[config.mk]
export PLATFORM = sky130hd
export DESIGN_NAME = control_unit
export DESIGN_NICKNAME = d
export VERILOG_FILES = /design/src/rtl/control_unit_pkg.sv /design/src/rtl/control_unit_instr_class.sv /design/src/rtl/control_unit.sv
export SDC_FILE = /design/constraint.sdc
export NUM_CORES = 1
export LEC_CHECK = 0
export CORE_MARGIN = 2
export CORE_UTILIZATION = 45
export DETAILED_ROUTE_END_ITERATION = 10
export HOLD_SLACK_MARGIN = 0.1
export PLACE_DENSITY_LB_ADDON = 0.08
export SLEW_MARGIN = 10
export SYNTH_ARGS = -nofsm -noshare
export SYNTH_HDL_FRONTEND = slang
export SYNTH_SLANG_ARGS = --single-unit
export TNS_END_PERCENT = 30
[constraint.sdc]
create_clock -name i_clock -period 4.2 [get_ports i_clock]
set_clock_uncertainty 0.15 [all_clocks]
set_input_delay 0.84 -clock i_clock [delete_from_list [all_inputs] [get_ports i_clock]]
set_output_delay 0.84 -clock i_clock [all_outputs]
set_load 0.05 [all_outputs]
[src/rtl/control_unit_pkg.sv]
// rtl/control_unit_pkg.sv - opcode, state, class and strobe definitions for the Mini-SRC control unit
package control_unit_pkg;

  localparam int OPC_W = 5;

  localparam logic [OPC_W-1:0] OP_LD   = 5'b00000;
  localparam logic [OPC_W-1:0] OP_LDI  = 5'b00001;
  localparam logic [OPC_W-1:0] OP_ST   = 5'b00010;
  localparam logic [OPC_W-1:0] OP_ADD  = 5'b00011;
  localparam logic [OPC_W-1:0] OP_SUB  = 5'b00100;
  localparam logic [OPC_W-1:0] OP_AND  = 5'b00101;
  localparam logic [OPC_W-1:0] OP_OR   = 5'b00110;
  localparam logic [OPC_W-1:0] OP_ROR  = 5'b00111;
  localparam logic [OPC_W-1:0] OP_ROL  = 5'b01000;
  localparam logic [OPC_W-1:0] OP_SHR  = 5'b01001;
  localparam logic [OPC_W-1:0] OP_SHRA = 5'b01010;
  localparam logic [OPC_W-1:0] OP_SHL  = 5'b01011;
  localparam logic [OPC_W-1:0] OP_ADDI = 5'b01100;
  localparam logic [OPC_W-1:0] OP_ANDI = 5'b01101;
  localparam logic [OPC_W-1:0] OP_ORI  = 5'b01110;
  localparam logic [OPC_W-1:0] OP_DIV  = 5'b01111;
  localparam logic [OPC_W-1:0] OP_MUL  = 5'b10000;
  localparam logic [OPC_W-1:0] OP_NEG  = 5'b10001;
  localparam logic [OPC_W-1:0] OP_NOT  = 5'b10010;
  localparam logic [OPC_W-1:0] OP_BR   = 5'b10011;
  localparam logic [OPC_W-1:0] OP_JR   = 5'b10100;
  localparam logic [OPC_W-1:0] OP_JAL  = 5'b10101;
  localparam logic [OPC_W-1:0] OP_IN   = 5'b10110;
  localparam logic [OPC_W-1:0] OP_OUT  = 5'b10111;
  localparam logic [OPC_W-1:0] OP_MFHI = 5'b11000;
  localparam logic [OPC_W-1:0] OP_MFLO = 5'b11001;
  localparam logic [OPC_W-1:0] OP_NOP  = 5'b11010;
  localparam logic [OPC_W-1:0] OP_HALT = 5'b11011;

  typedef enum logic [3:0] {
    ST_RST, ST_T0, ST_T1, ST_T2, ST_T3, ST_T4, ST_T5, ST_T6, ST_T7, ST_HALT
  } state_t;

  typedef enum logic [4:0] {
    CL_ALU3, CL_IMM, CL_UNARY, CL_MULDIV, CL_LD, CL_LDI, CL_ST, CL_BR, CL_JR,
    CL_JAL, CL_IN, CL_OUT, CL_MFHI, CL_MFLO, CL_NOP, CL_HALT, CL_ILL
  } class_t;

  typedef struct packed {
    logic pcout, mdrout, zhighout, zlowout, hiout, loout, inportout, cout, baout;
    logic marin, mdrin, irin, yin, zin, pcin, hiin, loin, outportin, conin, r15in;
    logic gra, grb, grc, rin, rout;
    logic incpc, read, write;
    logic [OPC_W-1:0] opcode;
  } ctrl_t;

  // Final execute step of each class; Stop is honoured only there
  function automatic state_t last_step(input class_t c);
    case (c)
      CL_ALU3, CL_IMM, CL_LDI: last_step = ST_T5;
      CL_UNARY, CL_JAL:        last_step = ST_T4;
      CL_MULDIV, CL_BR:        last_step = ST_T6;
      CL_LD, CL_ST:            last_step = ST_T7;
      default:                 last_step = ST_T3;
    endcase
  endfunction

endpackage

[src/rtl/control_unit_instr_class.sv]
// rtl/control_unit_instr_class.sv - combinational opcode to instruction-class map
import control_unit_pkg::*;

module control_unit_instr_class (
  input  logic [OPC_W-1:0] i_op,
  output class_t           o_class
);

  // Each opcode selects the step sequence it runs; unknown codes report CL_ILL
  always_comb begin
    o_class = CL_ILL;
    case (i_op)
      OP_ADD, OP_SUB, OP_AND, OP_OR, OP_ROR, OP_ROL,
      OP_SHR, OP_SHRA, OP_SHL:   o_class = CL_ALU3;
      OP_ADDI, OP_ANDI, OP_ORI:  o_class = CL_IMM;
      OP_NEG, OP_NOT:            o_class = CL_UNARY;
      OP_MUL, OP_DIV:            o_class = CL_MULDIV;
      OP_LD:                     o_class = CL_LD;
      OP_LDI:                    o_class = CL_LDI;
      OP_ST:                     o_class = CL_ST;
      OP_BR:                     o_class = CL_BR;
      OP_JR:                     o_class = CL_JR;
      OP_JAL:                    o_class = CL_JAL;
      OP_IN:                     o_class = CL_IN;
      OP_OUT:                    o_class = CL_OUT;
      OP_MFHI:                   o_class = CL_MFHI;
      OP_MFLO:                   o_class = CL_MFLO;
      OP_NOP:                    o_class = CL_NOP;
      OP_HALT:                   o_class = CL_HALT;
      default:                   o_class = CL_ILL;
    endcase
  end

endmodule

[src/rtl/control_unit.sv]
// rtl/control_unit.sv - Mini-SRC hardwired Moore sequencer; CTRL_MEM_WAIT_EN adds memory wait states
import control_unit_pkg::*;

module control_unit #(
  parameter int IR_W     = 32,
  parameter bit HALT_ILL = 1'b0
) (
  input  logic            i_clock,
  input  logic            i_clear,
  input  logic [IR_W-1:0] i_ir,
  input  logic            i_con,
  input  logic            i_stop,
`ifdef CTRL_MEM_WAIT_EN
  input  logic            i_mem_ready,
`endif
  output logic            o_pcout,
  output logic            o_mdrout,
  output logic            o_zhighout,
  output logic            o_zlowout,
  output logic            o_hiout,
  output logic            o_loout,
  output logic            o_inportout,
  output logic            o_cout,
  output logic            o_baout,
  output logic            o_marin,
  output logic            o_mdrin,
  output logic            o_irin,
  output logic            o_yin,
  output logic            o_zin,
  output logic            o_pcin,
  output logic            o_hiin,
  output logic            o_loin,
  output logic            o_outportin,
  output logic            o_conin,
  output logic            o_r15in,
  output logic            o_gra,
  output logic            o_grb,
  output logic            o_grc,
  output logic            o_rin,
  output logic            o_rout,
  output logic            o_incpc,
  output logic            o_read,
  output logic            o_write,
  output logic [OPC_W-1:0] o_opcode,
  output logic            o_run
);

  state_t           r_state;
  class_t           r_class;
  logic [OPC_W-1:0] r_op;

  logic [OPC_W-1:0] w_live_op;
  class_t           w_live_class;
  class_t           w_class;
  logic [OPC_W-1:0] w_op;
  logic             w_halt_now;
  logic             w_mem_ready;
  logic             w_hold;
  ctrl_t            w_ctrl;
  ctrl_t            w_out;
  logic             w_unused_ir;

  assign w_live_op   = i_ir[IR_W-1 -: OPC_W];
  assign w_unused_ir = ^i_ir[IR_W-OPC_W-1:0];

  control_unit_instr_class u_instr_class (
    .i_op    (w_live_op),
    .o_class (w_live_class)
  );

  // IR is loaded on the T2->T3 edge, so T3 decodes the live IR and later steps use the copy captured at T3
  assign w_class = (r_state == ST_T3) ? w_live_class : r_class;
  assign w_op    = (r_state == ST_T3) ? w_live_op    : r_op;

  // A halt (or an illegal opcode when HALT_ILL is set) spends its T3 already stopped
  assign w_halt_now = (w_class == CL_HALT) || ((w_class == CL_ILL) && HALT_ILL);

`ifdef CTRL_MEM_WAIT_EN
  assign w_mem_ready = i_mem_ready;
`else
  assign w_mem_ready = 1'b1;
`endif

  assign w_hold = !w_mem_ready &&
                  (((r_state == ST_T6) && (w_class == CL_LD)) ||
                   ((r_state == ST_T7) && (w_class == CL_ST)));

  // Sequencer: state register plus class/opcode capture at T3; clear overrides everything
  always_ff @(posedge i_clock) begin
    if (i_clear) begin
      r_state <= ST_RST;
      r_class <= CL_NOP;
      r_op    <= '0;
    end else begin
      if (r_state == ST_T3) begin
        r_class <= w_live_class;
        r_op    <= w_live_op;
      end
      case (r_state)
        ST_RST:  r_state <= ST_T0;
        ST_T0:   r_state <= ST_T1;
        ST_T1:   r_state <= w_mem_ready ? ST_T2 : ST_T1;
        ST_T2:   r_state <= ST_T3;
        ST_HALT: r_state <= ST_HALT;
        default: begin
          if ((r_state == ST_T3) && w_halt_now) begin
            r_state <= ST_HALT;
          end else if (w_hold) begin
            r_state <= r_state;
          end else if (r_state == last_step(w_class)) begin
            r_state <= i_stop ? ST_HALT : ST_T0;
          end else begin
            r_state <= state_t'(r_state + 4'd1);
          end
        end
      endcase
    end
  end

  // Strobe decode on {state, class}; only the br T6 PCin looks at an input (CON)
  always_comb begin
    w_ctrl = '0;
    case (r_state)
      ST_T0: begin
        w_ctrl.pcout = 1'b1; w_ctrl.marin = 1'b1; w_ctrl.incpc = 1'b1; w_ctrl.zin = 1'b1;
      end
      ST_T1: begin
        w_ctrl.zlowout = 1'b1; w_ctrl.pcin = 1'b1; w_ctrl.read = 1'b1; w_ctrl.mdrin = 1'b1;
      end
      ST_T2: begin
        w_ctrl.mdrout = 1'b1; w_ctrl.irin = 1'b1;
      end
      ST_T3: begin
        case (w_class)
          CL_ALU3, CL_IMM: begin w_ctrl.grb = 1'b1; w_ctrl.rout = 1'b1; w_ctrl.yin = 1'b1; end
          CL_UNARY: begin
            w_ctrl.grb = 1'b1; w_ctrl.rout = 1'b1; w_ctrl.zin = 1'b1; w_ctrl.opcode = w_op;
          end
          CL_MULDIV: begin w_ctrl.gra = 1'b1; w_ctrl.rout = 1'b1; w_ctrl.yin = 1'b1; end
          CL_LD, CL_LDI, CL_ST: begin w_ctrl.grb = 1'b1; w_ctrl.baout = 1'b1; w_ctrl.yin = 1'b1; end
          CL_BR:   begin w_ctrl.gra = 1'b1; w_ctrl.rout = 1'b1; w_ctrl.conin = 1'b1; end
          CL_JR:   begin w_ctrl.gra = 1'b1; w_ctrl.rout = 1'b1; w_ctrl.pcin = 1'b1; end
          CL_JAL:  begin w_ctrl.pcout = 1'b1; w_ctrl.r15in = 1'b1; end
          CL_IN:   begin w_ctrl.inportout = 1'b1; w_ctrl.gra = 1'b1; w_ctrl.rin = 1'b1; end
          CL_OUT:  begin w_ctrl.gra = 1'b1; w_ctrl.rout = 1'b1; w_ctrl.outportin = 1'b1; end
          CL_MFHI: begin w_ctrl.hiout = 1'b1; w_ctrl.gra = 1'b1; w_ctrl.rin = 1'b1; end
          CL_MFLO: begin w_ctrl.loout = 1'b1; w_ctrl.gra = 1'b1; w_ctrl.rin = 1'b1; end
          default: ;
        endcase
      end
      ST_T4: begin
        case (w_class)
          CL_ALU3: begin
            w_ctrl.grc = 1'b1; w_ctrl.rout = 1'b1; w_ctrl.zin = 1'b1; w_ctrl.opcode = w_op;
          end
          CL_IMM:   begin w_ctrl.cout = 1'b1; w_ctrl.zin = 1'b1; w_ctrl.opcode = w_op; end
          CL_UNARY: begin w_ctrl.zlowout = 1'b1; w_ctrl.gra = 1'b1; w_ctrl.rin = 1'b1; end
          CL_MULDIV: begin
            w_ctrl.grb = 1'b1; w_ctrl.rout = 1'b1; w_ctrl.zin = 1'b1; w_ctrl.opcode = w_op;
          end
          CL_LD, CL_LDI, CL_ST: begin w_ctrl.cout = 1'b1; w_ctrl.zin = 1'b1; w_ctrl.opcode = OP_ADD; end
          CL_BR:   begin w_ctrl.pcout = 1'b1; w_ctrl.yin = 1'b1; end
          CL_JAL:  begin w_ctrl.gra = 1'b1; w_ctrl.rout = 1'b1; w_ctrl.pcin = 1'b1; end
          default: ;
        endcase
      end
      ST_T5: begin
        case (w_class)
          CL_ALU3, CL_IMM, CL_LDI: begin w_ctrl.zlowout = 1'b1; w_ctrl.gra = 1'b1; w_ctrl.rin = 1'b1; end
          CL_MULDIV:   begin w_ctrl.zlowout = 1'b1; w_ctrl.loin = 1'b1; end
          CL_LD, CL_ST: begin w_ctrl.zlowout = 1'b1; w_ctrl.marin = 1'b1; end
          CL_BR:       begin w_ctrl.cout = 1'b1; w_ctrl.zin = 1'b1; w_ctrl.opcode = OP_ADD; end
          default: ;
        endcase
      end
      ST_T6: begin
        case (w_class)
          CL_MULDIV: begin w_ctrl.zhighout = 1'b1; w_ctrl.hiin = 1'b1; end
          CL_LD:     begin w_ctrl.read = 1'b1; w_ctrl.mdrin = 1'b1; end
          CL_ST:     begin w_ctrl.gra = 1'b1; w_ctrl.rout = 1'b1; w_ctrl.mdrin = 1'b1; end
          CL_BR:     begin w_ctrl.zlowout = 1'b1; w_ctrl.pcin = i_con; end
          default: ;
        endcase
      end
      ST_T7: begin
        case (w_class)
          CL_LD:   begin w_ctrl.mdrout = 1'b1; w_ctrl.gra = 1'b1; w_ctrl.rin = 1'b1; end
          CL_ST:   w_ctrl.write = 1'b1;
          default: ;
        endcase
      end
      default: ;
    endcase
  end

  assign w_out = i_clear ? '0 : w_ctrl;

  assign o_pcout     = w_out.pcout;
  assign o_mdrout    = w_out.mdrout;
  assign o_zhighout  = w_out.zhighout;
  assign o_zlowout   = w_out.zlowout;
  assign o_hiout     = w_out.hiout;
  assign o_loout     = w_out.loout;
  assign o_inportout = w_out.inportout;
  assign o_cout      = w_out.cout;
  assign o_baout     = w_out.baout;
  assign o_marin     = w_out.marin;
  assign o_mdrin     = w_out.mdrin;
  assign o_irin      = w_out.irin;
  assign o_yin       = w_out.yin;
  assign o_zin       = w_out.zin;
  assign o_pcin      = w_out.pcin;
  assign o_hiin      = w_out.hiin;
  assign o_loin      = w_out.loin;
  assign o_outportin = w_out.outportin;
  assign o_conin     = w_out.conin;
  assign o_r15in     = w_out.r15in;
  assign o_gra       = w_out.gra;
  assign o_grb       = w_out.grb;
  assign o_grc       = w_out.grc;
  assign o_rin       = w_out.rin;
  assign o_rout      = w_out.rout;
  assign o_incpc     = w_out.incpc;
  assign o_read      = w_out.read;
  assign o_write     = w_out.write;
  assign o_opcode    = w_out.opcode;

  assign o_run = !i_clear && (r_state != ST_RST) && (r_state != ST_HALT) &&
                 !((r_state == ST_T3) && w_halt_now);

endmodule

==> out/results.tsv, run 1 <==
stage	metric	value	unit
outcome	status	finished, final reports clean	
cells_and_area	filler cell count in the final layout	286	
clocking	Clock transition at path regs	0.06	ns
worst_hold_path	Hold Path Class	flop to flop	
worst_hold_path	hold path start	r_op[4]	
timing	Max Slew Vio Count	0	
timing	min Tclk post-route	4.06	ns
power_and_ir_drop	Final Power	1.20	mW
cells_and_area	Multi-input gate area	1720	um^2
cells_and_area	post-route non-filler standard cell count	430	
setup_path	Worst Setup SP	i_ir[30]	
yosys	Post-synth EDFFs	0	
routing	via count	2546	
setup_path	CP Launch Type	input pin	
routing	# DRC	0	
timing	hold slack	0.315	ns
cells_and_area	layout cell share with drive strength beyond 1	44.2	%
yosys	Syn Std Cell Area	1970	um^2
place	routability cong.	0.930	
global_route	largest net degree at the start of global routing	21	
setup_path	crit-path max cell delay	0.39	ns
cells_and_area	most common cell after layout, fill and taps aside	buf_4	
yosys	ys flop type	dfxtp_1	
timing	RSZ-0062 raised after global routing	no	
clocking	CTS Buf Count	3	
routing	TritonRoute pass-1 iters	4	
run	max-capacitance violation count	0	
setup_path	CP endpoint kind	output pin	
routing	detailed-route wire length per cell	17.3	um
yosys	register area share after synthesis	14.2	%
place	# port buffers	42	
setup_path	CP required	3.21	ns
clocking	H-tree depth	1	
global_route	initial antenna violation count	0	
yosys	Syn Nets	319	
yosys	Syn Area/Cell	7.19	um^2
yosys	ys async rst share	0	%
cells_and_area	register area	280	um^2
setup_path	CP arrival	3.07	ns
clocking	CTS tree	yes	
floorplanning	standard-cell row count	24	
floorplanning	chip width	70.2	um
cells_and_area	Util after Layout	81.5	%
setup_path	reg2reg start	r_state[0]	
timing	final setup margin	0.139	ns
floorplanning	chip height	70.2	um
global_route	first-pass GRT wire length	12.2	mm
cells_and_area	Total Nets Final	424	
power_and_ir_drop	Pleak	1.38	nW
routing	antenna-violating nets left	0	
power_and_ir_drop	PwrDens	344	nW/um^2
floorplanning	Initial Util	45.9	%
routing	DR iter-0 viols	229	
timing	Hold Vio Cnt, Final	0	
routing	final wirelength	7.44	mm
cells_and_area	final instance area	3500	um^2
timing	Tightest Pin Transition	0.556	ns
clocking	CTS root buffer	clkbuf_8	
global_route	GR Overflow Total	0	
clocking	CTS Sinks	14	
place	dpl ws	-0.428	ns
setup_path	cell at the slowest stage of the critical path	or3_4	
floorplanning	die area	4920	um^2
floorplanning	Top-Level Pins	70	
global_route	Tot GR Track Use	30.4	%
yosys	Yosys warnings	0	
floorplanning	Core Footprint	4290	um^2
yosys	Seq cells post-synth	14	
place	Placed Area	3130	um^2
setup_path	Critical Path Fanout Max	7	
cells_and_area	most frequent cells in the layout	74 x buf_4, 33 x nor2_1, 31 x buf_12	
timing	FMAX	0.246	GHz
setup_path	CP Cell Sequence	clkbuf_2, buf_6, buf_4, or3_4, a21o_1, o21ai_4, buf_6, nor4_1, buf_4, a222oi_1, nor2_1, clkbuf_16	
clocking	hold_buf cts	0	
global_route	vias in the first global route	2547	
timing	final setup vio count	0	
timing	fin crit share	96.7	%
routing	Via density	5.92	
place	DP Cell Count	410	
setup_path	path type of the worst setup path	input pin to output pin	
yosys	Netlist cell types	69	
clocking	worst skew pair latency	0.25	ns
timing	Rel. slew slack	62.6	%
cells_and_area	P&R area growth vs syn	77.6	%
power_and_ir_drop	Max IR drop VDD	0.290	mV
timing	Setup TNS	0	ns
yosys	Mapped Cells	274	
place	Post-DP HPWL	5.17	mm
clocking	Max Root-Sink Buffers	2	
cells_and_area	Antenna diodes	0	
[worst paths after layout]
| check | endpoint | slack [ns] | cells after the start |
|---|---|---|---|
| setup / recovery | o_opcode[1] | 0.14 | 12 |
| hold / removal | r_op[4] | 0.32 | 2 |
| setup reg to reg | r_state[0] | 1.22 | 10 |
| hold reg to reg | r_op[4] | 0.32 | 2 |
[synthesized netlist by cell type, types with 5 or more instances]
| cell type | n | area (um^2) |
|---|---|---|
| nor2_1 | 34 | 128 |
| nand2_1 | 28 | 105 |
| nor3_1 | 16 | 80.1 |
| dfxtp_1 | 14 | 280 |
| a21oi_1 | 13 | 65.1 |
| o21ai_0 | 12 | 60.1 |
| nand3_1 | 11 | 55.1 |
| buf_2 | 10 | 50.1 |
| ha_1 | 9 | 113 |
| inv_1 | 8 | 30.0 |
| and2_1 | 6 | 37.5 |
| clkbuf_1 | 6 | 22.5 |
| o21ai_1 | 6 | 30.0 |
| a21o_1 | 5 | 37.5 |
| nor3b_1 | 5 | 37.5 |
[layer usage]
metal | vias to the layer above | global-route usage [%] | share of wire, %
met1 | 1221 | 37.9 | 43
met5 | - | 0 | 0
li1 | 1216 | - | -
met3 | 16 | 6.20 | 5.3
met2 | 93 | 52.4 | 50
met4 | 0 | 9.83 | 2.1
[registers in the layout, summed over array words and instances (netlist names)]
signal / flops
r_class: 5
r_op: 5
r_state: 4
[report_power, final]
group	internal, mW	total, mW	leakage (nW)	switching (mW)
clock	0.0833	0.139	0.0288	0.0553
combinational	0.390	0.878	1.24	0.488
sequential	0.154	0.186	0.114	0.0314
total	0.627	1.20	1.38	0.575
[critical path, delay by kind of cell]
family	cells	cell delay (ns)
AO/OA/AOI/OAI	3	0.82
AND/OR/NAND/NOR	3	0.56
buffers and inverters	6	0.84
[area by class of cell]
| class | instances | area share, % |
|---|---|---|
| multi-input combinational | 230 | 49.2 |
| timing repair buffer | 122 | 38.5 |
| sequential | 14 | 8.01 |
| tap | 52 | 1.86 |
| clock buffer | 4 | 1.57 |
| inverter | 8 | 0.858 |
[logic make-up (layout without fill, tap and decap cells)]
| family | after synthesis | count (layout) | synth area share (%) |
|---|---|---|---|
| buffers and inverters | 30 | 134 | 7.88 |
| flip-flops | 14 | 14 | 14.2 |
| AND/OR/NAND/NOR | 130 | 130 | 33.2 |
| multiplexers | 6 | 6 | 3.88 |
| adder cells (fa/ha/maj) | 9 | 9 | 5.72 |
| AO/OA/AOI/OAI | 81 | 81 | 33.0 |
| XOR/XNOR | 4 | 4 | 2.16 |
[repair_timing]
item / CTS / global route
setup buffers: 14 / 3
gates resized for setup: 38 / 19
setup endpoints to repair: 29 / 25
gates cloned: 0 / 0
pin swaps: 20 / 10
Power figures use the tool's default switching activity.
==> run 2, diff against run 1 <==
--- a/config.mk
+++ b/config.mk
@@ -5,6 +5,7 @@
 export SDC_FILE = /design/constraint.sdc
 export NUM_CORES = 1
 export LEC_CHECK = 0
+export ABC_CLOCK_PERIOD_IN_PS = 4200
 export CORE_MARGIN = 2
 export CORE_UTILIZATION = 45
 export DETAILED_ROUTE_END_ITERATION = 10
==> results of run 2 <==
The final DEF is identical to that of run 1; final timing and power are the same.
